[src/rtl/ifetch_ctrl.sv]
// ifetch_ctrl: instruction-fetch controller. It reads the PC register,
// issues one instruction-memory request at a time and buffers the returned
// word for decode. It also drives the PC register load port for the reset
// vector, sequential advance and branch/jump redirects.
module ifetch_ctrl #(
    parameter logic [31:0] RESET_PC = 32'h0040_0000
) (
    input  logic        clk,
    input  logic        rst,
    input  logic [31:0] pc_in,
    output logic [31:0] pc_next,
    output logic        pc_ena,
    output logic        imem_req,
    output logic [31:0] imem_addr,
    input  logic        imem_gnt,
    input  logic        imem_rvalid,
    input  logic [31:0] imem_rdata,
    input  logic        br_taken,
    input  logic [31:0] br_target,
    output logic        inst_valid,
    input  logic        inst_ready,
    output logic [31:0] inst_out,
    output logic [31:0] inst_pc
);

    localparam logic [31:0] WORD_MASK = 32'hFFFF_FFFC;

    typedef enum logic [1:0] {IDLE, REQ, WAIT, FULL} state_t;

    state_t      state, state_nx;
    logic        drop, drop_nx;
    logic [31:0] req_pc;
    logic [31:0] pc_word;
    logic        grant_take;
    logic        capture;
    logic        release_buf;

    // Low PC bits are never meaningful for a word fetch.
    assign pc_word   = pc_in & WORD_MASK;
    assign imem_addr = pc_word;

    // State register and the "discard the in-flight response" flag.
    always_ff @(posedge clk or negedge rst) begin
        if (!rst) begin
            state <= IDLE;
            drop  <= 1'b0;
        end else begin
            state <= state_nx;
            drop  <= drop_nx;
        end
    end

    // Request address capture and the decode-facing instruction buffer.
    always_ff @(posedge clk or negedge rst) begin
        if (!rst) begin
            req_pc     <= '0;
            inst_out   <= '0;
            inst_pc    <= '0;
            inst_valid <= 1'b0;
        end else begin
            if (grant_take)
                req_pc <= imem_addr;
            if (capture) begin
                inst_out   <= imem_rdata;
                inst_pc    <= req_pc;
                inst_valid <= 1'b1;
            end else if (release_buf) begin
                inst_valid <= 1'b0;
            end
        end
    end

    // Next state, PC load port and memory request. A redirect overrides the
    // sequential behaviour of every state; reset masks the strobes.
    always_comb begin
        state_nx    = state;
        drop_nx     = drop;
        pc_ena      = 1'b0;
        pc_next     = pc_word + 32'd4;
        imem_req    = 1'b0;
        grant_take  = 1'b0;
        capture     = 1'b0;
        release_buf = 1'b0;

        case (state)
            IDLE: begin
                pc_ena   = 1'b1;
                pc_next  = RESET_PC;
                state_nx = REQ;
            end
            REQ: begin
                imem_req = 1'b1;
                if (imem_gnt) begin
                    grant_take = 1'b1;
                    pc_ena     = 1'b1;
                    state_nx   = WAIT;
                end
            end
            WAIT: begin
                if (imem_rvalid) begin
                    if (drop) begin
                        drop_nx  = 1'b0;
                        state_nx = REQ;
                    end else begin
                        capture  = 1'b1;
                        state_nx = FULL;
                    end
                end
            end
            FULL: begin
                if (inst_valid && inst_ready) begin
                    release_buf = 1'b1;
                    state_nx    = REQ;
                end
            end
            default: state_nx = IDLE;
        endcase

        if (br_taken) begin
            pc_ena     = 1'b1;
            pc_next    = br_target & WORD_MASK;
            imem_req   = 1'b0;
            grant_take = 1'b0;
            capture    = 1'b0;
            case (state)
                IDLE: state_nx = REQ;
                REQ:  state_nx = REQ;
                WAIT: begin
                    // A response arriving alongside the redirect is simply
                    // dropped now; otherwise remember to drop it later.
                    if (imem_rvalid) begin
                        drop_nx  = 1'b0;
                        state_nx = REQ;
                    end else begin
                        drop_nx  = 1'b1;
                        state_nx = WAIT;
                    end
                end
                FULL: begin
                    release_buf = 1'b1;
                    state_nx    = REQ;
                end
                default: state_nx = IDLE;
            endcase
        end

        if (!rst) begin
            pc_ena   = 1'b0;
            imem_req = 1'b0;
        end
    end

endmodule

[config.mk]
export PLATFORM = sky130hd
export DESIGN_NAME = ifetch_ctrl
export DESIGN_NICKNAME = d
export VERILOG_FILES = /design/src/rtl/ifetch_ctrl.sv
export SDC_FILE = /design/constraint.sdc
export NUM_CORES = 1
export LEC_CHECK = 0
export CORE_UTILIZATION = 42
export DETAILED_ROUTE_END_ITERATION = 10
export PLACE_DENSITY = 0.81
export SLEW_MARGIN = 25
export SYNTH_ARGS = -nofsm -noshare
export SYNTH_HDL_FRONTEND = slang
export SYNTH_SLANG_ARGS = --single-unit
[constraint.sdc]
create_clock -name clk -period 2.6 [get_ports clk]
set_clock_uncertainty 0.15 [all_clocks]
set_input_delay 0.52 -clock clk [delete_from_list [all_inputs] [get_ports clk]]
set_output_delay 0.52 -clock clk [all_outputs]
set_load 0.05 [all_outputs]
## Word-level counts from Yosys, hierarchy flattened

Index checks and enable logic that the tools add are counted.

| word-level totals | value |
|---|---|
| flip-flop bits (word level) | 96 |
| bits of input ports | 102 |
| output and inout bits | 131 |
| word-level logic and storage cells | 52 |

| cells by class | value |
|---|---|
| add/subtract/negate cells | 1 |
| equal/unequal tests | 6 |
| mux-type cells | 34 |
| reduce and logical (&&, ||, !) cells | 5 |

Operators by type and width:

| kind | number |
|---|---|
| 32-bit two-way mux | 2 |
| 32-bit by 3-bit adder with 32-bit output, second input constant | 1 |
| 1-bit two-way mux | 23 |
| 2-bit two-way mux | 6 |
| 3-bit inequality test, second input constant | 3 |
| 2-bit case mux with 4 select lines | 1 |
| 2-bit == test, second input constant | 2 |
| 2-bit case mux with 2 select lines | 1 |
| 3-bit AND reduction | 1 |
| 3-bit OR reduction | 1 |
| 2-bit by 1-bit == test with 1-bit output, second input constant | 1 |
| 2-bit zero test | 1 |
| 1-bit case mux with 2 select lines | 1 |
| 2-bit nonzero test | 1 |
| 1-bit logical AND | 1 |

## Longest topological paths before layout

Gate-level depths: netlist of run 1.

| depth | value |
|---|---|
| word-level depth | 7 |
| gate-level depth with buffers | 8 |
| mapped depth without buffers | 6 |

## Worst setup path after synthesis of run 1

No wires, ideal clock.

| timing | value |
|---|---|
| path kind | reg-to-output |
| start | register state[0] |
| end | output port pc_next[15] |
| data arrival time | 3.060 ns |
| required time | 1.930 ns |
| path slack | -1.130 ns |
| stages on the path, launching flop included | 6 |
| buffers on the path | 1 |
| path through | dfrtp_1 > inv_1 > ha_1 > clkbuf_1 > or3_1 > o311ai_0 |

| between the ends | value |
|---|---|
| longest elaborated chain between the ends | 3 |

RTL lines:

| item | RTL line | text |
|---|---|---|
| from (decl) | 30 | `state_t state, state_nx;` |
| from (signal assigned) | 48 | `state <= state_nx;` |
| 2-bit zero test | 85 | `case (state)` |
| 32-bit two-way mux | 85 |  |
| 32-bit two-way mux | 119 | `if (br_taken) begin` |
| to (decl) | 11 | `output logic [31:0] pc_next,` |

No other way between the ends.

## Worst setup path after layout of run 1

| timing | value |
|---|---|
| start | register state[0] |
| end | output port pc_next[28] |

Same word-level chain as after synthesis.

==> run metrics, run 1 <==
Gate power share=between 50 and 60%; I/O pin cnt=233; Die ar.=12700 um^2; H-tree level count=3; critical path endpoint category=output port; Yosys reg bits=96; WP buf/inv=3; Final #Nets=between 800 and 900; DRT antenna net count=0; top_reg_cell synth=dfrtp_1; leakage power=approximately 4.1 nW; most common cell after layout, fill and taps aside=clkdlybuf4s50_1; critical path cell sequence=inv_2 -> ha_4 -> or2_4 -> buf_12 -> nor3_4 -> nand4_1 -> o211ai_1 -> clkbuf_16; Post-synth EDFFs=0; first-pass GRT wire length=27.0 mm; class of the worst hold path=flip-flop to flip-flop; number of global-route vias before repair=roughly 5100; Seq pwr share=between 20% and 30%; worst skew pair latency=between 0.3 and 0.4 ns; FF-to-FF path depth=8; CP delay by family, top=simple AND/OR/NAND/NOR gates; WP data required=roughly 1.9 ns; initial antenna violation count=0; maximum vdd ir drop=0.000455 V; internal power=4.60 mW; power density over the cells=between 800 and 900 nW/um^2; placer congestion estimate=0.870; Mapped Avg Cell Area=11.4 um^2; worst-margin pin slew=about 0.86 ns; Slew Limit Fails=0; Fmax=368 MHz; highest-count cells in the layout ignoring fill and taps=129 x clkdlybuf4s50_1, 102 x buf_4, 96 x dfrtp_1; routed vias=slightly below 5000; area grow syn2layout=76.5%; TritonCTS clock tree=built; Num Clock Sinks=96; placed cell area=between 8000 and 9000 um^2; share of post-route cells with drive strength above 1=45.1%; initial core utilization=between 40% and 50%; WP depth=8; WL/cell=19.5 um; RSZ-0062 raised after global routing=true; worst hold stages=2; Congestion Overflow GR=0; post-layout instance area=9070 um^2; Clk pwr share=15.7%; GR Util All Layers=27.6%; Clock Pin Slew Worst Setup and Hold Paths=about 0.070 ns; Crit Path Category=flip-flop to output port; switching power total=3.45 mW; outcome=finished, violations left; CP max FO=7; CP max stage delay=0.38 ns; Final min period=~2.7 ns; Core Region=~12000 um^2; Seq/Total Area, Yosys=46.8%; crit path max-delay cell type=dfrtp_1; Pre-antenna DRT Iters=4; input/output buffers=about 220; Root Driver=clkbuf_16; hpwl dp=12.5 mm; TritonCTS Buffers=9; failing checks=setup timing; Ys Warns=0; drt total wl=17.3 mm; 1st-iter DRT viols=~200; Die Wd=113 um; via density per instance=roughly 5.4; DR DRC count=0; Critical Path Source Type=flip-flop; Tcrit/Tclk final=105%; final setup margin=-0.119 ns; die height=113 um; Slew HR=42.6%; Async SR Flop Fraction=100%; cells after synthesis=451; Net Sw Frac=42.8%; Synth Cell Area=between 5000 and 6000 um^2; total of max-cap violations=0; pin count of the biggest net entering global routing=67; post-place setup slack=-0.586 ns; Cell variety after synth=55; Rows=40; final hold violations=0; Diodes inserted=0; Bufs on Longest Clock Path=2; # setup viols final=9; Critical Path AT=2.05 ns
-- kinds of logic after synthesis --
group / after synthesis / share of synthesized area, %
AOI/OAI and AO/OA: 57 / 8.06
buffers and inverters: 71 / 8.38
muxes: 90 / 19.7
and+or+nand+nor: 116 / 13.0
adders and majority gates: 8 / 1.95
other: 1 / 0.0730
DFF: 96 / 46.8
xor gates and xnor gates: 12 / 2.05
-- cell usage after synthesis, drive strengths merged (3+ instances only) --
library cell	n	share of area [%]
o311ai	4	0.68
buf	52	7.0
xnor2	6	1.0
dfrtp	96	47
o211ai	3	0.44
and4	6	1.2
nor2	9	0.66
and3	7	0.85
nand4	17	2.6
nand2	34	2.5
xor2	6	1.0
nor3	11	1.2
mux2	90	20
inv	11	0.80
a21oi	5	0.49
clkbuf	8	0.61
nor3b	3	0.44
nand3	17	1.7
nor4	7	1.3
a221o	4	0.78
a32oi	3	0.51
o21ai	18	1.8
ha	8	1.9
-- sequential cells by signal, summed over array words and instances, names as in the netlist, named ones only --
register / flops
inst_pc: 30
req_pc: 30
inst_valid: 1
state: 2
inst_out: 32
-- routing by layer --
layer  up-vias  share of wire, %  track usage (%)
met3        47               7.3             6.91
met5         -                 0                0
met2       231                51             50.3
li1       2176                 -                -
met4         0               3.4             11.1
met1      2374                38             30.5
-- through the flow --
step,setup TNS (ns),util (%),std cells,total power [mW],hold slack [ns]
final,-0.371,75.8,888,8.05,0.324
after floorplan,-1.39,-,456,4.90,0.0744
after global placement,-9.67,69.5,843,6.44,0.177
after global routing,-1.39,75.8,888,8.41,0.351
after CTS,-0.195,74.8,879,8.04,0.331
after detailed placement,-10.23,69.5,843,6.56,0.181
-- worst min-delay path, cell delays in order (launching register included) --
cell and delay, ns:
dfrtp_1 0.34, nand2_1 0.04, o21ai_0 0.05
-- layout make-up --
class                   instances  area [um^2]
repair buffers                327         3520
fillers                       771         2900
multi-input cells             291         2640
flip-flops and latches         96         2400
clock buffers                  11          243
well taps                     147          184
inverters                      11         41.3
clock inverters                 5         38.8
-- final timing paths --
| check | start | endpoint | slack (ns) |
|---|---|---|---|
| setup / recovery | state[0]$_DFFE_PN0P_ | pc_next[28] | -0.12 |
| hold / removal | req_pc[30]$_DFFE_PN0P_ | req_pc[30]$_DFFE_PN0P_ | 0.32 |
| setup reg to reg | state[0]$_DFFE_PN0P_ | inst_pc[18]$_DFFE_PN0P_ | 0.36 |
| hold reg to reg | req_pc[30]$_DFFE_PN0P_ | req_pc[30]$_DFFE_PN0P_ | 0.32 |
| max in group asynchronous | rst | inst_pc[23]$_DFFE_PN0P_ | 0.82 |
| min in group asynchronous | rst | inst_valid$_DFFE_PN0P_ | 0.44 |
-- power groups by stage --
stage               combinational (mW)  clock, mW  sequential, mW
detailed placement                4.16          0            2.40
finish                            4.42       1.26            2.37
global route                      4.61       1.36            2.45
CTS                               4.38       1.29            2.37
floorplan                         1.41          0            3.49
global placement                  4.09          0            2.34
-- timing repair --
item	4_1_cts	5_1_grt
setup endpoints to repair	29	24
hold endpoints to repair	1	0
hold buffers	1	0
pin swaps	36	27
gates cloned	2	0
gates resized for setup	128	28
setup buffers	17	9
Power figures use the tool's default switching activity.
==> inputs of run 2 (changes only) <==
--- a/config.mk
+++ b/config.mk
@@ -5,6 +5,7 @@
 export SDC_FILE = /design/constraint.sdc
 export NUM_CORES = 1
 export LEC_CHECK = 0
+export CORE_ASPECT_RATIO = 1.1
 export CORE_UTILIZATION = 42
 export DETAILED_ROUTE_END_ITERATION = 10
 export PLACE_DENSITY = 0.81
==> run 2 against run 1 <==
Effect of this change: the run still ends with setup timing left; sequential share of layout area decreased by 0.56 points; via count grew 5.7%; setup slack worse by 0.043 ns; clock-buffer cell count decreased by 2; sequential power about the same; largest power group unchanged; highest routed layer unchanged.
==> run metrics, run 2 (synthesis gave the netlist of run 1 again) <==
WL/cell=21.2 um (was 19.5 um); total of max-cap violations=0 (unchanged); Congestion Overflow GR=0 (unchanged); CP max FO=4 (was 7); Pwr Total=8.30 mW (was 8.05 mW); Rows=42 (was 40); TritonCTS Buffers=9 (unchanged); 1st-iter DRT viols=382 (was 198); area grow syn2layout=80.3% (was 76.5%); Largest regs=inst_out (32), inst_pc (30), req_pc (30) (unchanged); initial antenna violation count=0 (unchanged); placed cell count=847 (was 843); worst skew pair latency=0.34 ns (about the same); DR DRC count=0 (unchanged); pin count of the biggest net entering global routing=97 (was 67); Final Util=77.3% (was 75.8%); Tcrit/Tclk final=106% (was 105%); WP data required=1.93 ns (about the same); highest-count cells in the layout ignoring fill and taps=130 x clkdlybuf4s50_1, 96 x dfrtp_1, 91 x buf_4 (was 129 x clkdlybuf4s50_1, 102 x buf_4, 96 x dfrtp_1); Root Driver=clkbuf_16 (unchanged); Die Wd=107 um (was 113 um); I/O pin cnt=233 (unchanged); hpwl dp=12.0 mm (was 12.5 mm); max FFs per register=32 (unchanged); Fmax=362 MHz (was 368 MHz); fillers=707 (was 771); Core Region=12000 um^2 (about the same); drt total wl=19.0 mm (was 17.3 mm); Slew HR=63.4% (was 42.6%); Critical Path AT=2.09 ns (was 2.05 ns); most common cell after layout, fill and taps aside=clkdlybuf4s50_1 (unchanged); placer congestion estimate=0.892 (was 0.870); Diodes inserted=0 (unchanged); RSZ-0062 raised after global routing=true (unchanged); Slew Limit Fails=0 (unchanged); Final #Nets=846 (unchanged); Reg with most FFs=inst_out (unchanged); Clock Pin Slew Worst Setup and Hold Paths=0.08 ns (was 0.07 ns); Storage cell area=2400 um^2 (unchanged); share of post-route cells with drive strength above 1=47.6% (was 45.1%); routed vias=5101 (was 4828); number of global-route vias before repair=5100 (was 5095); power density over the cells=896 nW/um^2 (was 888 nW/um^2); Critical Path Source Type=input pin (was flip-flop); worst-margin pin slew=0.547 ns (was 0.861 ns); initial core utilization=42.9% (about the same); critical path endpoint category=output port (unchanged); DRT antenna net count=0 (unchanged); input/output buffers=222 (unchanged); via density per instance=5.70 (was 5.44); TritonCTS clock tree=built (unchanged); failing checks=setup timing (unchanged); final hold violations=0 (unchanged); maximum vdd ir drop=0.000541 V (was 0.000455 V); Final min period=2.76 ns (was 2.72 ns); GR Util All Layers=26.8% (was 27.6%); leakage power=4.15 nW (was 4.08 nW); Die ar.=12700 um^2 (about the same); Cell Count, Final, Fillers Out=895 (was 888); outcome=finished, violations left (unchanged); first-pass GRT wire length=25.9 mm (was 27.0 mm); H-tree level count=3 (unchanged); die height=118 um (was 113 um); Crit Path Category=input pin to output port (was flip-flop to output port); class of the worst hold path=input pin to async pin (was flip-flop to flip-flop); Pre-antenna DRT Iters=7 (was 4); multi-input logic area=2740 um^2 (was 2640 um^2); Bufs on Longest Clock Path=2 (unchanged); Num Clock Sinks=96 (unchanged); # setup viols final=12 (was 9); post-place setup slack=-0.561 ns (was -0.586 ns); hold_buf cts=0 (was 1); final setup margin=-0.161 ns (was -0.119 ns)
==> run 2: changes by cell type in the layout (fill, tap and decap cells not counted), moves of 3 or more <==
cell,change
buf_4,-11
buf_8,+4
o21ai_1,-6
nand3_1,-3
buf_6,+11
o311ai_2,+3
buf_2,-5
o21ai_4,+6
o311ai_1,-3
clkbuf_2,+3
==> run 2: metrics by stage <==
step	area (um^2)	TNS [ns]	hold slack [ns]
6_report	9260	-0.801	0.163
4_1_cts	8930	-0.0298	0.172
2_1_floorplan	5220	-1.39	0.0744
3_5_place_dp	8320	-9.92	0.319
3_3_place_gp	8320	-9.07	0.309
5_1_grt	9260	-1.28	0.209
==> run 2: cell type report <==
cell class	instances	share of cell area [%]
Multi-Input combinational cell	291	29.6
Clock buffer	9	2.43
Tap cell	154	2.08
Clock inverter	7	0.675
Timing Repair Buffer	327	38.9
Inverter	11	0.446
Sequential cell	96	25.9
==> run 2: what timing repair did <==
action | 4_1_cts | 5_1_grt
pin swaps | 34 | 33
cloned | 2 | 0
gates resized for setup | 127 | 68
buffers inserted | 18 | 15
endpoints found under the setup margin | 29 | 27
==> run 2: path summary, 6_finish.rpt <==
kind                                        from                      end  slack, ns  depth (start not counted)
max in group asynchronous                    rst    req_pc[8]$_DFFE_PN0P_       1.78                          2
min reg2reg                req_pc[6]$_DFFE_PN0P_    req_pc[6]$_DFFE_PN0P_       0.33                          2
max reg2reg                 state[0]$_DFFE_PN0P_  inst_pc[10]$_DFFE_PN0P_       0.32                          8
max                                     pc_in[2]              pc_next[26]      -0.16                          9
min                                          rst   req_pc[26]$_DFFE_PN0P_       0.16                          2
min in group clk           req_pc[6]$_DFFE_PN0P_    req_pc[6]$_DFFE_PN0P_       0.33                          2
==> run 2: worst max-delay path, stage by stage <==
cell and delay, ns:
buf_8 0.08, ha_4 0.13, nand4_1 0.11, buf_6 0.16, nor4_4 0.28, buf_4 0.21
a311oi_2 0.10, a221o_1 0.33, buf_12 0.17
==> run 2: metal layers <==
| layer | GRT usage, % | up-vias | routed length, um |
|---|---|---|---|
| li1 | - | 2184 | - |
| met1 | 30.5 | 2485 | 7000 |
| met3 | 6.59 | 96 | 1540 |
| met2 | 46.2 | 336 | 9510 |
| met5 | 0 | - | 0 |
| met4 | 13.5 | 0 | 917 |
==> run 2: power by group <==
part           internal, mW  leakage [nW]  switching, mW
Combinational          1.95          2.78           2.67
Sequential             2.07          1.23          0.309
Clock                 0.672         0.144          0.631
Total                  4.69          4.15           3.61
==> inputs of run 3 (changes only) <==
--- a/config.mk
+++ b/config.mk
@@ -9,6 +9,7 @@
 export CORE_UTILIZATION = 42
 export DETAILED_ROUTE_END_ITERATION = 10
 export PLACE_DENSITY = 0.81
+export SKIP_LAST_GASP = 1
 export SLEW_MARGIN = 25
 export SYNTH_ARGS = -nofsm -noshare
 export SYNTH_HDL_FRONTEND = slang
==> run 3 against run 2 <==
Effect of this change: the flow still finishes with violations (setup timing); sequential cell count did not move; power shrank 0.44%; first-iteration DRC count fell by 11%; register-to-register slack improved by 0.02 ns; maximum frequency decreased by 2.5%; largest cell class unchanged; sequential share of layout area up 0.056 points; sequential power is essentially flat; global-route usage increased by 0.27 points; non-clock buffer count is 1 higher; highest routed layer unchanged; worst hold slack about the same; core utilization decreased by 0.17 points; die area stayed put.
==> run metrics, run 3 (synthesis gave the netlist of run 1 again) <==
Core Region=12000 um^2 (unchanged); # setup viols final=17 (was 12); crit path max-delay cell type=o311ai_2 (was a221o_1); total of max-cap violations=0 (unchanged); drt total wl=18.8 mm (was 19.0 mm); Congestion Overflow GR=0 (unchanged); number of global-route vias before repair=5123 (was 5100); Root Driver=clkbuf_16 (unchanged); max FFs per register=32 (unchanged); Reg with most FFs=inst_out (unchanged); internal reg-to-reg setup slack=0.34 ns (was 0.32 ns); DRT antenna net count=0 (unchanged); Slew Limit Fails=0 (unchanged); Tcrit/Tclk final=109% (was 106%); Die Wd=107 um (unchanged); most common cell after layout, fill and taps aside=clkdlybuf4s50_1 (unchanged); class of the worst hold path=input pin to async pin (unchanged); WP data required=1.93 ns (about the same); FF-to-FF path depth=8 (unchanged); initial core utilization=42.9% (unchanged); I/O pin cnt=233 (unchanged); met2 GRT Util=46.0% (was 46.2%); GR Util All Layers=27.1% (was 26.8%); fillers=707 (unchanged); placer congestion estimate=0.892 (unchanged); multi-input logic area=2720 um^2 (was 2740 um^2); maximum vdd ir drop=0.000540 V (was 0.000541 V); CP delay by family, top=simple AND/OR/NAND/NOR gates (was buffers and inverters); routed vias=5067 (was 5101); Pre-antenna DRT Iters=5 (was 7); critical path cell sequence=buf_8 -> buf_4 -> buf_4 -> and4_4 -> nand4_1 -> o311ai_2 -> nand3_2 -> buf_8 (was buf_8 -> ha_4 -> nand4_1 -> buf_6 -> nor4_4 -> buf_4 -> a311oi_2 -> a221o_1 -> buf_12); input/output buffers=222 (unchanged); pin count of the biggest net entering global routing=97 (unchanged); Final min period=2.83 ns (was 2.76 ns); Slew HR=63.3% (was 63.4%); Storage cell area=2400 um^2 (unchanged); met1 Track Usage GR=31.0% (was 30.5%); outcome=finished, violations left (unchanged); WP depth=8 (was 9); power density over the cells=894 nW/um^2 (was 896 nW/um^2); Crit Path Category=input pin to output port (unchanged); H-tree level count=3 (unchanged); worst skew pair latency=0.34 ns (about the same); 1st-iter DRT viols=340 (was 382); Critical Path AT=2.16 ns (was 2.09 ns); WL/cell=20.9 um (was 21.2 um); TritonCTS clock tree=built (unchanged); placed cell count=847 (unchanged); post-place setup slack=-0.561 ns (unchanged); Final #Nets=847 (was 846); Num Clock Sinks=96 (unchanged); Diodes inserted=0 (unchanged); Rows=42 (unchanged); TritonCTS Buffers=9 (unchanged); via density per instance=5.66 (was 5.70); hpwl dp=12.0 mm (unchanged); leakage power=4.14 nW (was 4.15 nW); initial antenna violation count=0 (unchanged); Clock Pin Slew Worst Setup and Hold Paths=0.07 ns (was 0.08 ns); final setup margin=-0.233 ns (was -0.161 ns); RSZ-0062 raised after global routing=true (unchanged); grt peak-use layer=met2 (unchanged); Critical Path Source Type=input pin (unchanged); Cell Count, Final, Fillers Out=896 (was 895); Final Util=77.1% (was 77.3%); CP max FO=4 (unchanged); hold_buf cts=0 (unchanged); Bufs on Longest Clock Path=2 (unchanged); worst-margin pin slew=0.548 ns (was 0.547 ns); share of post-route cells with drive strength above 1=47.6% (about the same); Global Route met3 Usage=6.98% (was 6.59%); Setup TNS=-1.11 ns (was -0.801 ns); CP max stage delay=0.42 ns (was 0.33 ns); WP buf/inv=4 (unchanged); die height=118 um (unchanged); highest-count cells in the layout ignoring fill and taps=130 x clkdlybuf4s50_1, 96 x dfrtp_1, 94 x buf_4 (was 130 x clkdlybuf4s50_1, 96 x dfrtp_1, 91 x buf_4); DR DRC count=0 (unchanged); critical path endpoint category=output port (unchanged); Die ar.=12700 um^2 (unchanged); first-pass GRT wire length=26.3 mm (was 25.9 mm); failing checks=setup timing (unchanged); Fmax=353 MHz (was 362 MHz); Largest regs=inst_out (32), inst_pc (30), req_pc (30) (unchanged); final hold violations=0 (unchanged); area grow syn2layout=80.0% (was 80.3%)
==> run 3: cell types whose count changed in the layout (fill, tap and decap cells not counted) <==
cell | before | now
buf_6 | 22 | 20
a21boi_4 | 1 | 0
clkdlybuf4s15_1 | 3 | 2
a21boi_1 | 0 | 1
o21ai_2 | 2 | 3
o21ai_4 | 6 | 5
or3_1 | 0 | 1
nor4_2 | 3 | 2
clkbuf_2 | 4 | 5
buf_4 | 91 | 94
or3_4 | 1 | 0
nor4_4 | 4 | 5
==> run 3: worst reg2reg max path: stages (launching register included) <==
cell     delay (ns)
dfrtp_1        0.40
inv_2          0.09
buf_4          0.11
buf_4          0.10
ha_1           0.26
nand2_1        0.13
nor3_4         0.18
buf_12         0.31
mux2_2         0.41
==> run 3: path summary, 6_finish.rpt <==
kind                                              from                       to
worst max-delay path                          pc_in[2]              pc_next[31]
worst min-delay path                               rst   req_pc[26]$_DFFE_PN0P_
worst max register to register    state[0]$_DFFE_PN0P_  inst_out[7]$_DFFE_PN0P_
worst min register to register  req_pc[20]$_DFFE_PN0P_   req_pc[20]$_DFFE_PN0P_
max in group asynchronous                          rst   inst_pc[7]$_DFFE_PN0P_
min in group clk                req_pc[20]$_DFFE_PN0P_   req_pc[20]$_DFFE_PN0P_
==> run 3: cell type report <==
cell class / count / area share [%]
clock buffers: 9 / 2.44
repair buffers: 328 / 38.9
inverters: 11 / 0.447
flip-flops and latches: 96 / 26.0
well taps: 154 / 2.08
multi-input cells: 291 / 29.5
clock inverters: 7 / 0.677
==> run 3: metrics by stage <==
| step | cell area (um^2) | hold WS, ns | power (mW) |
|---|---|---|---|
| after floorplan | 5220 | 0.0744 | 4.90 |
| after global placement | 8320 | 0.309 | 6.43 |
| after detailed placement | 8320 | 0.319 | 6.56 |
| after CTS | 8920 | 0.172 | 8.08 |
| after global routing | 9240 | 0.199 | 8.58 |
| final | 9240 | 0.163 | 8.26 |
==> run 3: routing by layer <==
| layer | vias to the layer above | routed length, um |
|---|---|---|
| met5 | - | 0 |
| met1 | 2497 | 7020 |
| met4 | 0 | 854 |
| met3 | 80 | 1460 |
| li1 | 2185 | - |
| met2 | 305 | 9430 |
==> run 3: power breakdown <==
part,internal [mW],total (mW),switching [mW]
Combinational,1.94,4.59,2.65
Sequential,2.07,2.38,0.308
Clock,0.672,1.30,0.627
Total,4.68,8.26,3.58
==> run 3: what timing repair did <==
| action | CTS | global route |
|---|---|---|
| cloned | 2 | 0 |
| setup buffers | 18 | 16 |
| pin swaps | 34 | 33 |
| endpoints found under the setup margin | 29 | 27 |
| gates resized for setup | 126 | 65 |
